--- src/rtl/rf_wb_arbiter_pkg.sv ---
// rtl/rf_wb_arbiter_pkg.sv - shared constants and types for the register file writeback arbiter
package rf_wb_arbiter_pkg;

    localparam int RF_ADDR_W   = 5;
    localparam int RF_DATA_W   = 32;
    localparam int RF_ZERO_REG = 0;

    typedef enum logic {
        NORMAL  = 1'b0,
        FORCE_B = 1'b1
    } wb_arb_state_t;

endpackage

--- src/rtl/rf_wb_outreg.sv ---
// rtl/rf_wb_outreg.sv - registered register-file write port with register-zero suppression
module rf_wb_outreg
    import rf_wb_arbiter_pkg::*;
#(
    parameter int ADDR_W = RF_ADDR_W,
    parameter int DATA_W = RF_DATA_W
) (
    input  logic              clk,
    input  logic              rst,
    input  logic              wr_en,
    input  logic [ADDR_W-1:0] wr_addr,
    input  logic [DATA_W-1:0] wr_data,
    output logic              we,
    output logic [ADDR_W-1:0] waddr,
    output logic [DATA_W-1:0] wdata
);

    localparam logic [ADDR_W-1:0] ZERO_ADDR = ADDR_W'(RF_ZERO_REG);

    // Address/data follow every accepted write; only the enable is masked for r0.
    always_ff @(posedge clk or posedge rst) begin
        if (rst) begin
            we    <= 1'b0;
            waddr <= '0;
            wdata <= '0;
        end else begin
            we <= wr_en && (wr_addr != ZERO_ADDR);
            if (wr_en) begin
                waddr <= wr_addr;
                wdata <= wr_data;
            end
        end
    end

endmodule

--- src/rtl/rf_wb_arbiter.sv ---
// rtl/rf_wb_arbiter.sv - two-requester writeback arbiter, fixed priority to A with starvation guard for B
module rf_wb_arbiter
    import rf_wb_arbiter_pkg::*;
#(
    parameter int ADDR_W     = RF_ADDR_W,
    parameter int DATA_W     = RF_DATA_W,
    parameter int STARVE_MAX = 3
) (
    input  logic              clk,
    input  logic              rst,
    input  logic              a_valid,
    output logic              a_ready,
    input  logic [ADDR_W-1:0] a_addr,
    input  logic [DATA_W-1:0] a_data,
    input  logic              b_valid,
    output logic              b_ready,
    input  logic [ADDR_W-1:0] b_addr,
    input  logic [DATA_W-1:0] b_data,
    output logic              rf_we,
    output logic [ADDR_W-1:0] rf_waddr,
    output logic [DATA_W-1:0] rf_wdata,
    output logic              forced
);

    localparam logic [3:0] SMAX = 4'(STARVE_MAX);

    wb_arb_state_t state, state_nxt;
    logic [3:0]    starve_cnt, cnt_nxt;
    logic          a_acc, b_acc;

    always_ff @(posedge clk or posedge rst) begin
        if (rst) begin
            state      <= NORMAL;
            starve_cnt <= 4'd0;
        end else begin
            state      <= state_nxt;
            starve_cnt <= cnt_nxt;
        end
    end

    assign a_acc = a_valid && a_ready;
    assign b_acc = b_valid && b_ready;

    always_comb begin
        cnt_nxt = 4'd0;
        if (b_valid && !b_acc)
            cnt_nxt = (starve_cnt >= SMAX) ? SMAX : starve_cnt + 4'd1;
    end

    always_comb begin
        state_nxt = state;
        case (state)
            NORMAL:  if (cnt_nxt == SMAX) state_nxt = FORCE_B;
            FORCE_B: if (b_acc || !b_valid) state_nxt = NORMAL;
            default: state_nxt = NORMAL;
        endcase
    end

    // Readies depend only on state and a_valid so B can never create a combinational loop.
    always_comb begin
        a_ready = 1'b1;
        b_ready = ~a_valid;
        forced  = 1'b0;
        if (state == FORCE_B) begin
            a_ready = 1'b0;
            b_ready = 1'b1;
            forced  = 1'b1;
        end
    end

    rf_wb_outreg #(
        .ADDR_W (ADDR_W),
        .DATA_W (DATA_W)
    ) u_outreg (
        .clk     (clk),
        .rst     (rst),
        .wr_en   (a_acc || b_acc),
        .wr_addr (a_acc ? a_addr : b_addr),
        .wr_data (a_acc ? a_data : b_data),
        .we      (rf_we),
        .waddr   (rf_waddr),
        .wdata   (rf_wdata)
    );

endmodule

--- config.mk ---
export PLATFORM = sky130hd
export DESIGN_NAME = rf_wb_arbiter
export DESIGN_NICKNAME = d
export VERILOG_FILES = /design/src/rtl/rf_wb_arbiter_pkg.sv /design/src/rtl/rf_wb_outreg.sv /design/src/rtl/rf_wb_arbiter.sv
export SDC_FILE = /design/constraint.sdc
export NUM_CORES = 1
export LEC_CHECK = 0
export ABC_CLOCK_PERIOD_IN_PS = 1840
export CORE_MARGIN = 5
export CORE_UTILIZATION = 37
export CTS_CLUSTER_SIZE = 24
export DETAILED_ROUTE_END_ITERATION = 10
export PLACE_DENSITY_LB_ADDON = 0.05
export SYNTH_ARGS = -nofsm -noshare
export SYNTH_HDL_FRONTEND = slang
export SYNTH_SLANG_ARGS = --single-unit
--- constraint.sdc ---
create_clock -name clk -period 1.84 [get_ports clk]
set_clock_uncertainty 0.2 [all_clocks]
set_input_delay 0.276 -clock clk [delete_from_list [all_inputs] [get_ports clk]]
set_output_delay 0.276 -clock clk [all_outputs]
set_load 0.005 [all_outputs]
# Word-level counts from Yosys, hierarchy flattened
# Index checks and enable logic that the tools add are counted.
dict set report totals {
  out_inout_bits 41
  inputBits 78
  reg_bits 43
  wordCells 29
}
dict set report op_classes {
  n_reduce_logical 9
  order_cmp 1
  muxes 10
  add_sub_neg 1
  eq_ne 1
  n_bitwise 2
}
# op count
set ops {}
lappend ops {{two-way mux 32 bit} 1}
lappend ops {{two-way mux 4 bit} 2}
lappend ops {{two-way mux 1 bit} 5}
lappend ops {{two-way mux 5 bit} 1}
lappend ops {{nonzero test 5 bit} 1}
lappend ops {{adder 4 x 1 -> 4 bit (second input constant)} 1}
lappend ops {{equality test 4 x 2 -> 1 bit (second input constant)} 1}
lappend ops {{greater-or-equal comparator 4 x 2 -> 1 bit (second input constant)} 1}
lappend ops {{logical AND 1 bit} 4}
lappend ops {{logical NOT 1 bit} 2}
lappend ops {{logical OR 1 bit} 2}
lappend ops {{NOT 1 bit} 2}
lappend ops {{case mux 1 bit (2 select lines)} 1}

# Depth between registers and ports, before layout
dict set report logic_depth {
  depth_word 9
  mapped_depth 6
  ltp_nobuf 4
}

# Cells and area by module
# Synthesis repeated with hierarchy kept, for this count alone.
dict set report unflattened {
  cells_unflattened 141
  area_unflattened_um2 2107.0
}
# mod n_inst cells_per_inst seq_area_each_um2 area_each_um2
set modules_own_cells {}
lappend modules_own_cells {rf_wb_outreg 1 82 950.9 1421.4}
lappend modules_own_cells {rf_wb_arbiter 1 59 125.1 685.7}

# Worst setup path before layout
# No wires, ideal clock.
dict set report synth_path {
  kind {reg-to-output}
  startpoint {register state}
  endpoint {output port b_ready}
  required_time_ps 1364
  path_stages_with_launch 6
  path_slack_ps 420
  n_path_buf 3
  t_arrival_ps 944
  path_cell_list {dfrtp_1 nor2b_1 buf_2 buf_4 buf_4 inv_2}
}
dict set report synth_between {
  elab_chain_len 1
}
# item line
set synth_lines {}
lappend synth_lines {{start: declaration} rf_wb_arbiter.sv:27} ;# wb_arb_state_t state, state_nxt;
lappend synth_lines {{start signal: assignment} rf_wb_arbiter.sv:36} ;# state <= state_nxt;
lappend synth_lines {{two-way mux 1 bit} rf_wb_arbiter.sv:64} ;# if (state == FORCE_B) begin
lappend synth_lines {{end: declaration} rf_wb_arbiter.sv:16} ;# output logic b_ready,
# Every way passes these cells.

# Final worst setup path
dict set report layout_path {
  startpoint {register state}
  endpoint {output port a_ready}
}
dict set report layout_between {
  elab_chain_len 1
}
# item line
set layout_lines {}
lappend layout_lines {{two-way mux 1 bit} rf_wb_arbiter.sv:64}
lappend layout_lines {{end: declaration} rf_wb_arbiter.sv:12} ;# output logic a_ready,
# Every way passes these cells.

==> impl_metrics.ini <==
[synth]
ys_warn_count = 0
yosys-top-cells-count = 43 x dfrtp_1, 40 x o21ai_1, 38 x nand2_1
synth_cells = 186
yosys-top-cells-area = dfrtp_1 55%, mux2i_1 19%, o21ai_1 10%
netlist_area_um2 = 1960
synth-edff-count = 0
synth_cell_types = 18
ys.flop_type = dfrtp_1
syn_avg_cell_area_um2 = 10.6
synth.ff_latch_count = 43
yosysMostFrequentCell = dfrtp_1
synth_top_area_cell = dfrtp_1
synth_top_area_share = 0.548
async_reset_ff_frac = 1.00
yosysSeqAreaShare = 0.548

[routing]
vias_per_cell = 4.60
wl_per_cell_um = 14.4
dr.pass1.iters = 3
drc = 0
drtAntennaViolNets = 0
drt-total-wl_um = 5370
vias = 1713
drtIter0Drc = 48

[critical_path]
cpMaxStageDelayCell = clkdlybuf4s50_1
critPathCaptureType = primary output
path_buf_inv = 2
critPathRequiredTime_ns = 1.36
worstSetupPathType = flop to primary output
cp_max_fo = 3
slowest_delay_ns = 0.50
cp.arrival_ns = 1.28
crit_family = buffers and inverters
timing.critical_path.from = state
start_kind = flop
timing.rr.start = state
path_cells = inv_1, clkdlybuf4s50_1

[clock_tree]
post_cts_buffers = 0
clkTransAtPathRegs_ns = 0.08
cts_buffer_depth = 2
htree_levels = 2
cts_buffers = 5
cts_root_buffer = clkbuf_8
cts_tree = built
cts_sinks = 43
cts_hold_buf = 0
clkLatencyLatePin_ns = 0.29

[pwr]
worst_ir_drop_vdd_uv = 381
power.leakage_nw = 1.44
total_power_mw = 2.29
internal_power_mw = 1.72
pwr-share-seq = 0.479
power.switching_mw = 0.575
cellPowerDensity_nw_per_um2 = 697
p_comb_frac = 0.278
swShare = 0.251
clockPowerShare = 0.242

[finish]
diodes = 0
fin_cells = 372
final_core_util = 0.640
fin_area_um2 = 3290
nNetsFinal = 382
area_growth_pct = 67.6
fillers = 494
multi_input_area_um2 = 788
seq_area_um2 = 1080
drive_gt1_frac = 0.0464

[global_routing]
overflow = 0
first_global_vias = 1759
grt_max_degree = 46
grt_pass1_wl_um = 8830
gr-usage-all-layers = 0.159
grt_antenna_before_repair = 0

[floorplan]
die_w_um = 82.8
design.core.area_um2 = 5140
rows = 26
start_util = 0.382
ios = 119
dieArea_um2 = 6860
die_y_um = 82.8

[placed_design]
gp_congestion = 0.756
dp_cells = 366
port_buffers = 118
detailed_place_hpwl_um = 4110
post_dp_cell_area_um2 = 3220

[sta]
setup_violations = 0
rsz0062_at_grt = no
post-route-min-period_ns = 1.76
fmaxAchievable_mhz = 569
finalCritPeriodShare = 0.956
hold_viol_final = 0
drv_slew = 0
fin_hold_ws_ns = 0.148

[worst_hold_path]
hold_path_class = input port to async pin

[run_status]
status = finished clean

[run]
drv_cap = 0
worst reg2reg max path, stage by stage (launching register included):
cell and delay (ns):
dfrtp_2 0.44, nor2b_4 0.15, buf_4 0.39, nand2_1 0.16
a21oi_1 0.14
final timing paths:
check	end	slack [ns]	cells past startpoint
min	u_outreg.wdata[21]	0.15	3
max in group asynchronous	state	1.06	3
max	a_ready	0.08	2
min reg2reg	starve_cnt[0]	0.29	1
min in group clk	starve_cnt[0]	0.29	1
max reg2reg	starve_cnt[1]	0.30	4
cell usage in the layout, fill, tap and decap left out:
cell,count
a21oi_1,2
buf_12,3
buf_2,1
buf_4,2
clkbuf_1,1
clkbuf_8,5
clkdlybuf4s50_1,116
clkinv_1,1
conb_1,2
dfrtp_1,42
dfrtp_2,1
dlygate4sd2_1,1
ha_1,1
inv_1,2
inv_2,1
mux2i_1,37
nand2_1,38
nor2b_1,1
nor2b_4,1
nor3_1,1
o21ai_0,1
o21ai_1,40
or4_1,2
logic make-up (layout without fill, tap and decap cells):
kind of cell / count (synthesis) / after routing / synth area share
AOI/OAI and AO/OA: 43 / 43 / 0.110
adders and majority gates: 1 / 1 / 0.00637
buffers and inverters: 18 / 133 / 0.0561
DFF: 43 / 43 / 0.548
muxes: 37 / 37 / 0.189
other: 1 / 2 / 0.00191
and+or+nand+nor: 43 / 43 / 0.0892
power by group through the flow:
stage / clock (mW) / combinational [mW] / sequential, mW
CTS: 0.576 / 0.652 / 1.10
global route: 0.633 / 0.697 / 1.12
detailed placement: 0 / 0.652 / 1.12
finish: 0.555 / 0.638 / 1.10
global placement: 0 / 0.645 / 1.11
floorplan: 0 / 0.216 / 1.13
metrics by stage:
step                setup TNS, ns  setup slack (ns)
floorplan                       0             0.361
global placement          -0.0335           -0.0335
detailed placement         -0.127           -0.0416
CTS                             0            0.0570
global route                    0           0.00522
finish                          0            0.0812
registers in the layout, indices dropped and copies added (netlist names):
register / count
state: 1
u_outreg.waddr: 5
u_outreg.we: 1
starve_cnt: 4
u_outreg.wdata: 32
layer usage:
layer | up-vias | routed length [um] | part of all wire | track usage
li1 | 862 | - | - | -
met1 | 790 | 2320 | 0.43 | 0.197
met2 | 57 | 2710 | 0.50 | 0.276
met3 | 4 | 309 | 0.057 | 0.0485
met4 | 0 | 30 | 0.0056 | 0.0312
met5 | - | 0 | 0 | 0
repair_timing:
action / 4_1_cts / 5_1_grt
hold endpoints to repair: 0 / 0
resized for setup: 1 / 1
pin swaps: 0 / 0
setup endpoints to repair: 1 / 1
area by class of cell:
class	instances	area share
clock buffer	6	0.0221
inverter	4	0.00456
multi-input combinational	126	0.240
sequential	43	0.327
tap	70	0.0266
timing repair buffer	123	0.380
Note: power is estimated with default switching activity, not from simulation.
